File: src/rtl/_progmem_loader.sv
// Program-memory loader: parses a framed byte stream and writes 16-bit words into program RAM.
// Define PROGMEM_LOADER_CHECKSUM_EN to expect and verify a trailing XOR checksum byte.
module _progmem_loader #(
  parameter int ADDR_W = 6,
  parameter int DEPTH  = 64
) (
  input  logic              clk,
  input  logic              n_reset,
  input  logic [7:0]        in_data,
  input  logic              in_valid,
  output logic              in_ready,
  output logic              wr_en,
  output logic [ADDR_W-1:0] wr_addr,
  output logic [15:0]       wr_data,
  output logic              cpu_hold,
  output logic              load_done,
  output logic              load_error
);

  typedef enum logic [2:0] {
    ST_IDLE    = 3'd0,
    ST_CNT_HI  = 3'd1,
    ST_CNT_LO  = 3'd2,
    ST_DATA_HI = 3'd3,
    ST_DATA_LO = 3'd4,
    ST_CHECK   = 3'd5,
    ST_DONE    = 3'd6,
    ST_ERROR   = 3'd7
  } state_t;

  localparam logic [7:0]  SYNC_C  = 8'hA5;
  localparam logic [16:0] DEPTH_C = 17'(DEPTH);
`ifdef PROGMEM_LOADER_CHECKSUM_EN
  localparam state_t ST_AFTER_DATA = ST_CHECK;
`else
  localparam state_t ST_AFTER_DATA = ST_DONE;
`endif

  state_t              state_q, state_d;
  logic [7:0]          cnt_hi_q, cnt_hi_d;
  logic [15:0]         count_q, count_d;
  logic [15:0]         idx_q, idx_d;
  logic [7:0]          hi_byte_q, hi_byte_d;
  logic                wr_en_q, wr_en_d;
  logic [ADDR_W-1:0]   wr_addr_q, wr_addr_d;
  logic [15:0]         wr_data_q, wr_data_d;
  logic                cpu_hold_q, cpu_hold_d;
  logic                load_done_q, load_done_d;
  logic                load_error_q, load_error_d;
`ifdef PROGMEM_LOADER_CHECKSUM_EN
  logic [7:0]          csum_q, csum_d;

  function automatic logic [7:0] csum_step(input logic [7:0] acc, input logic [7:0] b);
    return acc ^ b;
  endfunction
`endif

  logic        accept_s;
  logic        is_sync_s;
  logic [15:0] count_s;
  logic        too_big_s;
  logic        last_word_s;

  // The loader never back-pressures; it is ready exactly while out of reset.
  assign in_ready    = n_reset;
  assign accept_s    = in_valid & in_ready;
  assign is_sync_s   = (in_data == SYNC_C);
  assign count_s     = {cnt_hi_q, in_data};
  assign too_big_s   = ({1'b0, count_s} > DEPTH_C);
  assign last_word_s = ((idx_q + 16'd1) == count_q);

  assign wr_en      = wr_en_q;
  assign wr_addr    = wr_addr_q;
  assign wr_data    = wr_data_q;
  assign cpu_hold   = cpu_hold_q;
  assign load_done  = load_done_q;
  assign load_error = load_error_q;

  // State register.
  always_ff @(posedge clk or negedge n_reset) begin
    if (!n_reset) begin
      state_q <= ST_IDLE;
    end else begin
      state_q <= state_d;
    end
  end

  // Next-state logic; the FSM only moves on an accepted byte.
  always_comb begin
    state_d = state_q;
    if (accept_s) begin
      case (state_q)
        ST_IDLE, ST_DONE, ST_ERROR: begin
          if (is_sync_s) begin
            state_d = ST_CNT_HI;
          end else begin
            state_d = state_q;
          end
        end
        ST_CNT_HI: state_d = ST_CNT_LO;
        ST_CNT_LO: begin
          if (too_big_s) begin
            state_d = ST_ERROR;
          end else if (count_s == 16'd0) begin
            state_d = ST_AFTER_DATA;
          end else begin
            state_d = ST_DATA_HI;
          end
        end
        ST_DATA_HI: state_d = ST_DATA_LO;
        ST_DATA_LO: begin
          if (last_word_s) begin
            state_d = ST_AFTER_DATA;
          end else begin
            state_d = ST_DATA_HI;
          end
        end
`ifdef PROGMEM_LOADER_CHECKSUM_EN
        ST_CHECK: begin
          if (in_data == csum_q) begin
            state_d = ST_DONE;
          end else begin
            state_d = ST_ERROR;
          end
        end
`endif
        default: state_d = ST_IDLE;
      endcase
    end else begin
      state_d = state_q;
    end
  end

  // Output and datapath next-state logic; status flags follow the state being entered.
  always_comb begin
    cnt_hi_d     = cnt_hi_q;
    count_d      = count_q;
    idx_d        = idx_q;
    hi_byte_d    = hi_byte_q;
    wr_en_d      = 1'b0;
    wr_addr_d    = wr_addr_q;
    wr_data_d    = wr_data_q;
    cpu_hold_d   = cpu_hold_q;
    load_done_d  = load_done_q;
    load_error_d = load_error_q;
`ifdef PROGMEM_LOADER_CHECKSUM_EN
    csum_d       = csum_q;
`endif

    if ((state_d == ST_CNT_HI) && (state_q != ST_CNT_HI)) begin
      cpu_hold_d   = 1'b1;
      load_done_d  = 1'b0;
      load_error_d = 1'b0;
    end else if (state_d == ST_DONE) begin
      load_done_d = 1'b1;
      cpu_hold_d  = 1'b0;
    end else if (state_d == ST_ERROR) begin
      load_error_d = 1'b1;
    end else begin
      cpu_hold_d = cpu_hold_q;
    end

    if (accept_s) begin
      case (state_q)
        ST_IDLE, ST_DONE, ST_ERROR: begin
          if (is_sync_s) begin
            idx_d = 16'd0;
`ifdef PROGMEM_LOADER_CHECKSUM_EN
            csum_d = 8'h00;
`endif
          end else begin
            idx_d = idx_q;
          end
        end
        ST_CNT_HI: begin
          cnt_hi_d = in_data;
`ifdef PROGMEM_LOADER_CHECKSUM_EN
          csum_d = csum_step(csum_q, in_data);
`endif
        end
        ST_CNT_LO: begin
          count_d = count_s;
`ifdef PROGMEM_LOADER_CHECKSUM_EN
          csum_d = csum_step(csum_q, in_data);
`endif
        end
        ST_DATA_HI: begin
          hi_byte_d = in_data;
`ifdef PROGMEM_LOADER_CHECKSUM_EN
          csum_d = csum_step(csum_q, in_data);
`endif
        end
        ST_DATA_LO: begin
          wr_en_d   = 1'b1;
          wr_addr_d = idx_q[ADDR_W-1:0];
          wr_data_d = {hi_byte_q, in_data};
          idx_d     = idx_q + 16'd1;
`ifdef PROGMEM_LOADER_CHECKSUM_EN
          csum_d = csum_step(csum_q, in_data);
`endif
        end
        default: begin
          idx_d = idx_q;
        end
      endcase
    end else begin
      idx_d = idx_q;
    end
  end

  // Datapath and output registers.
  always_ff @(posedge clk or negedge n_reset) begin
    if (!n_reset) begin
      cnt_hi_q     <= 8'h00;
      count_q      <= 16'd0;
      idx_q        <= 16'd0;
      hi_byte_q    <= 8'h00;
      wr_en_q      <= 1'b0;
      wr_addr_q    <= '0;
      wr_data_q    <= 16'h0000;
      cpu_hold_q   <= 1'b1;
      load_done_q  <= 1'b0;
      load_error_q <= 1'b0;
`ifdef PROGMEM_LOADER_CHECKSUM_EN
      csum_q       <= 8'h00;
`endif
    end else begin
      cnt_hi_q     <= cnt_hi_d;
      count_q      <= count_d;
      idx_q        <= idx_d;
      hi_byte_q    <= hi_byte_d;
      wr_en_q      <= wr_en_d;
      wr_addr_q    <= wr_addr_d;
      wr_data_q    <= wr_data_d;
      cpu_hold_q   <= cpu_hold_d;
      load_done_q  <= load_done_d;
      load_error_q <= load_error_d;
`ifdef PROGMEM_LOADER_CHECKSUM_EN
      csum_q       <= csum_d;
`endif
    end
  end

endmodule

File: config.mk
export PLATFORM = sky130hd
export DESIGN_NAME = _progmem_loader
export DESIGN_NICKNAME = d
export VERILOG_FILES = /design/src/rtl/_progmem_loader.sv
export SDC_FILE = /design/constraint.sdc
export NUM_CORES = 1
export LEC_CHECK = 0
export BUFFER_PORTS_ARGS = -buffer_cell sky130_fd_sc_hd__buf_4
export CORE_ASPECT_RATIO = 0.7
export CORE_MARGIN = 2
export CORE_UTILIZATION = 30
export CTS_CLUSTER_SIZE = 30
export DETAILED_ROUTE_END_ITERATION = 6
export SYNTH_ARGS = -nofsm -noshare
export SYNTH_HDL_FRONTEND = slang
export SYNTH_SLANG_ARGS = --single-unit
File: constraint.sdc
create_clock -name clk -period 2.3 [get_ports clk]
set_input_delay 0.115 -clock clk [delete_from_list [all_inputs] [get_ports clk]]
set_output_delay 0.115 -clock clk [all_outputs]
set_load 0.01 [all_outputs]
==> summary.md <==
| Metric | Value |
|---|---|
| Largest net degree at the start of global routing | 44 |
| Post-synth EDFFs | 0 |
| Site Rows | 34 |
| Hold wc startpoint | in_data[3] |
| Post-synthesis cell count | 404 |
| Syn Area/Cell | 9.72 um2 |
| Dpl hpwl | 8620 um |
| Warnings from Yosys | 0 |
| Hold Crit Class | input pin to flop |
| DRT Wirelength | ~12000 um |
| Power Density | 1090 nW/um2 |
| Leakage | 2.42 nW |
| Worst r2r dst | load_done$_DFFE_PN0P_ |
| Top cell type by total area after synthesis | dfrtp_1 |
| Fin worst setup slack | -0.172 ns |
| Synth async-reset ratio | between 90% and 100% |
| Initial antenna violation count | 0 |
| Max-Slew Margin vs Limit | 62.2% |
| Sequential share of the synthesized area | 49.1% |
| Die height | 99.7 um |
| Synth unique cells | 59 |
| Placer Congestion | roughly 0.91 |
| Final Hold Vio Count | 0 |
| CP Launch Point | idx_q[3]$_DFFE_PN0P_ |
| Antenna diode count | 0 |
| Critical R2R Launch | idx_q[3]$_DFFE_PN0P_ |
| Most used DFF post-synth | dfrtp_1 |
| Crit path required time | 2.58 ns |
| Die area | 14000 um2 |
| CTS H-Tree Depth | 3 |
| Clock Tree Root | clkbuf_16 |
| Failing checks | negative setup slack |
| Final Cycle Share | 107% |
| Layout area overhead | 36.1% |
| Vias | 3376 |
| Clock skew | 0.00560 ns |
| Clk_lat worst skew | about 0.34 ns |
| Antenna viol nets, final | 0 |
| Vias in the first global route | around 3400 |
| Die Wd | approximately 140 um |
| Reg2reg path depth | 9 |
| Gr usage total | approximately 18% |
| Drt wl/cell | ~17 um |
| Unrepaired setup endpoints after global routing | yes |
| Max-Cap Viols | 0 |
| Peak supply drop | 0.000514 V |
| Final setup fails | 4 |
| Syn nets | 416 |
| Longest Clk Path Bufs | 2 |
| Top-area cell type share of the netlist area | 48.5% |
| Initial core utilization | 31.2% |
| Critical path peak fanout | 8 |
| Hold path depth | 3 |
| Finished Cell Area | 5340 um2 |
| Core area | 12600 um2 |
| Starting DRT DRC Count | 239 |
| DP Area | 4770 um2 |
| Port bufs | 37 |
| Final Slew Violations | 0 |
| Maximum operating frequency | 0.405 GHz |
| Proportion of layout cells with a drive suffix above 1 | 39.1% |
| Hold Path Sink | wr_data[3]$_DFFE_PN0P_ |
| Post-synthesis register bit count | 77 |
| Post-route DRC | 0 |
| Grt ovf | 0 |
| Clock slew at reported path FFs | roughly 0.06 ns |
| Tmin final | around 2.5 ns |
| CTS Sinks | 77 |
| Layout Nets | between 500 and 600 |
| Measured slew at the worst slew-check pin | about 0.57 ns |
| Worst Path Arrival | 2.75 ns |
| First-pass GRT wire length | 18900 um |
| Fin Setup TNS | -0.551 ns |
| CP endpoint kind | flop |
| Setup CP Type | flop to flop |
| CTS tree | built |
| Synth top area cells | dfrtp_1 (48%), nand2_1 (10%), mux2_2 (9.5%) |
| Pre-antenna DRT Iters | 4 |
| Crit start category | flop |
| Num CTS Buffers | 9 |
| Flop-to-flop setup slack | -0.17 ns |
| Pwr Total | 0.00584 W |
| Top-count cell post-synth | nand2_1 |
| Status | finished with violations |
| Mapped cell area | 3930 um2 |
| Vias/cell | 5.05 |
| Top Ports | 38 |
| Post-synth top cells | nand2_1 (105), dfrtp_1 (76), mux2_2 (33), o21ai_0 (32) |
worst max path at each step:
stage                                         to  slack (ns)  depth (start not counted)
after CTS                 load_error$_DFFE_PN0P_       -0.08                         10
after detailed placement  load_error$_DFFE_PN0P_       -0.21                          8
after global routing      load_error$_DFFE_PN0P_       -0.30                          9
after global placement    load_error$_DFFE_PN0P_       -0.33                         10
final                      load_done$_DFFE_PN0P_       -0.17                          9
after floorplan           load_error$_DFFE_PN0P_       0.002                          9
per-layer routing:
| layer | track usage (%) | wire length, um |
|---|---|---|
| met1 | 28.2 | 6080 |
| met2 | 23.5 | 4790 |
| met3 | 4.00 | 647 |
| met4 | 3.85 | 88 |
| met5 | 0 | 0 |
layout make-up:
cell class | count | area (um2)
Clock buffer | 10 | 239
Timing Repair Buffer | 110 | 868
Multi-Input combinational cell | 296 | 2000
Sequential cell | 77 | 1940
Fill cell | 1241 | 7250
Clock inverter | 6 | 68.8
Tap cell | 162 | 203
Inverter | 8 | 30.0
per-stage QoR:
step	cells	setup slack (ns)	hold slack [ns]	utilization (%)
after global placement	640	-0.327	0.276	37.9
after global routing	669	-0.299	0.0363	42.4
after floorplan	404	0.00205	-0.181	-
after CTS	660	-0.0769	0.0142	41.2
final	669	-0.172	0.0176	42.4
after detailed placement	640	-0.214	0.293	37.9
kinds of logic (layout without fill, tap and decap cells):
logic type / count (synthesis) / in the layout / synth area share, %
simple gates: 176 / 176 / 21.9
flops: 77 / 77 / 49.1
compound gates: 68 / 68 / 11.4
mux: 34 / 34 / 9.75
buf+inv: 31 / 134 / 3.70
xor+xnor: 17 / 17 / 3.79
fa+ha+maj: 1 / 1 / 0.319
placed cells by master (no fill, tap or decap), types with 2 or more instances in the layout:
| cell | synthesis | final |
|---|---|---|
| nand2_1 | 105 | 105 |
| buf_4 | 6 | 103 |
| dfrtp_1 | 76 | 68 |
| mux2_2 | 33 | 33 |
| o21ai_0 | 32 | 29 |
| nor2_1 | 13 | 13 |
| xnor2_1 | 13 | 12 |
| nand3_1 | 10 | 9 |
| clkbuf_16 | 0 | 9 |
| dfrtp_2 | 0 | 8 |
| inv_1 | 7 | 7 |
| nand4_1 | 7 | 7 |
| nor3_1 | 7 | 5 |
| a21oi_1 | 5 | 5 |
| o31ai_1 | 5 | 5 |
| xor2_1 | 4 | 4 |
| o21ai_1 | 2 | 4 |
| a31oi_1 | 4 | 4 |
| buf_6 | 0 | 4 |
| o211ai_1 | 3 | 3 |
| nor4_2 | 2 | 3 |
| nand3_4 | 1 | 3 |
| nor4_4 | 1 | 3 |
| and2_1 | 3 | 2 |
| and4b_1 | 2 | 2 |
| and3_1 | 2 | 2 |
| a22o_1 | 2 | 2 |
| nand4_2 | 2 | 2 |
| o21ai_2 | 1 | 2 |
| nor3_2 | 0 | 2 |
| nor2b_1 | 3 | 2 |
| nand2b_1 | 2 | 2 |
| nor3b_1 | 3 | 2 |
| inv_6 | 0 | 2 |
| buf_12 | 0 | 2 |
flip-flops by register name, indices dropped and copies added, names as in the netlist:
register / cells
wr_en: 1
cnt_hi_q: 8
state_q: 3
idx_q: 16
wr_addr: 6
count_q: 16
cpu_hold: 1
load_done: 1
load_error: 1
wr_data: 16
hi_byte_q: 8
worst max-delay path: stages, from the launching register on:
cell,delay (ns)
dfrtp_2,0.46
buf_4,0.15
nand3_4,0.11
nor4_4,0.27
xnor2_1,0.23
o2111ai_2,0.14
a2111o_1,0.44
o21a_4,0.26
o21ai_2,0.17
a22o_1,0.17
what timing repair did:
item / CTS / global route
resized for setup: 20 / 17
cloned: 0 / 0
pin swaps: 6 / 10
setup buffers: 3 / 9
setup endpoints to repair: 4 / 4
hold buffers: 1 / 0
endpoints found under the hold margin: 40 / 0
report_power, final:
part | switching [W] | internal [W]
combinational | 0.000977 | 0.00116
sequential | 0.000409 | 0.00182
clock | 0.000596 | 0.000878
Power figures use the tool's default switching activity.
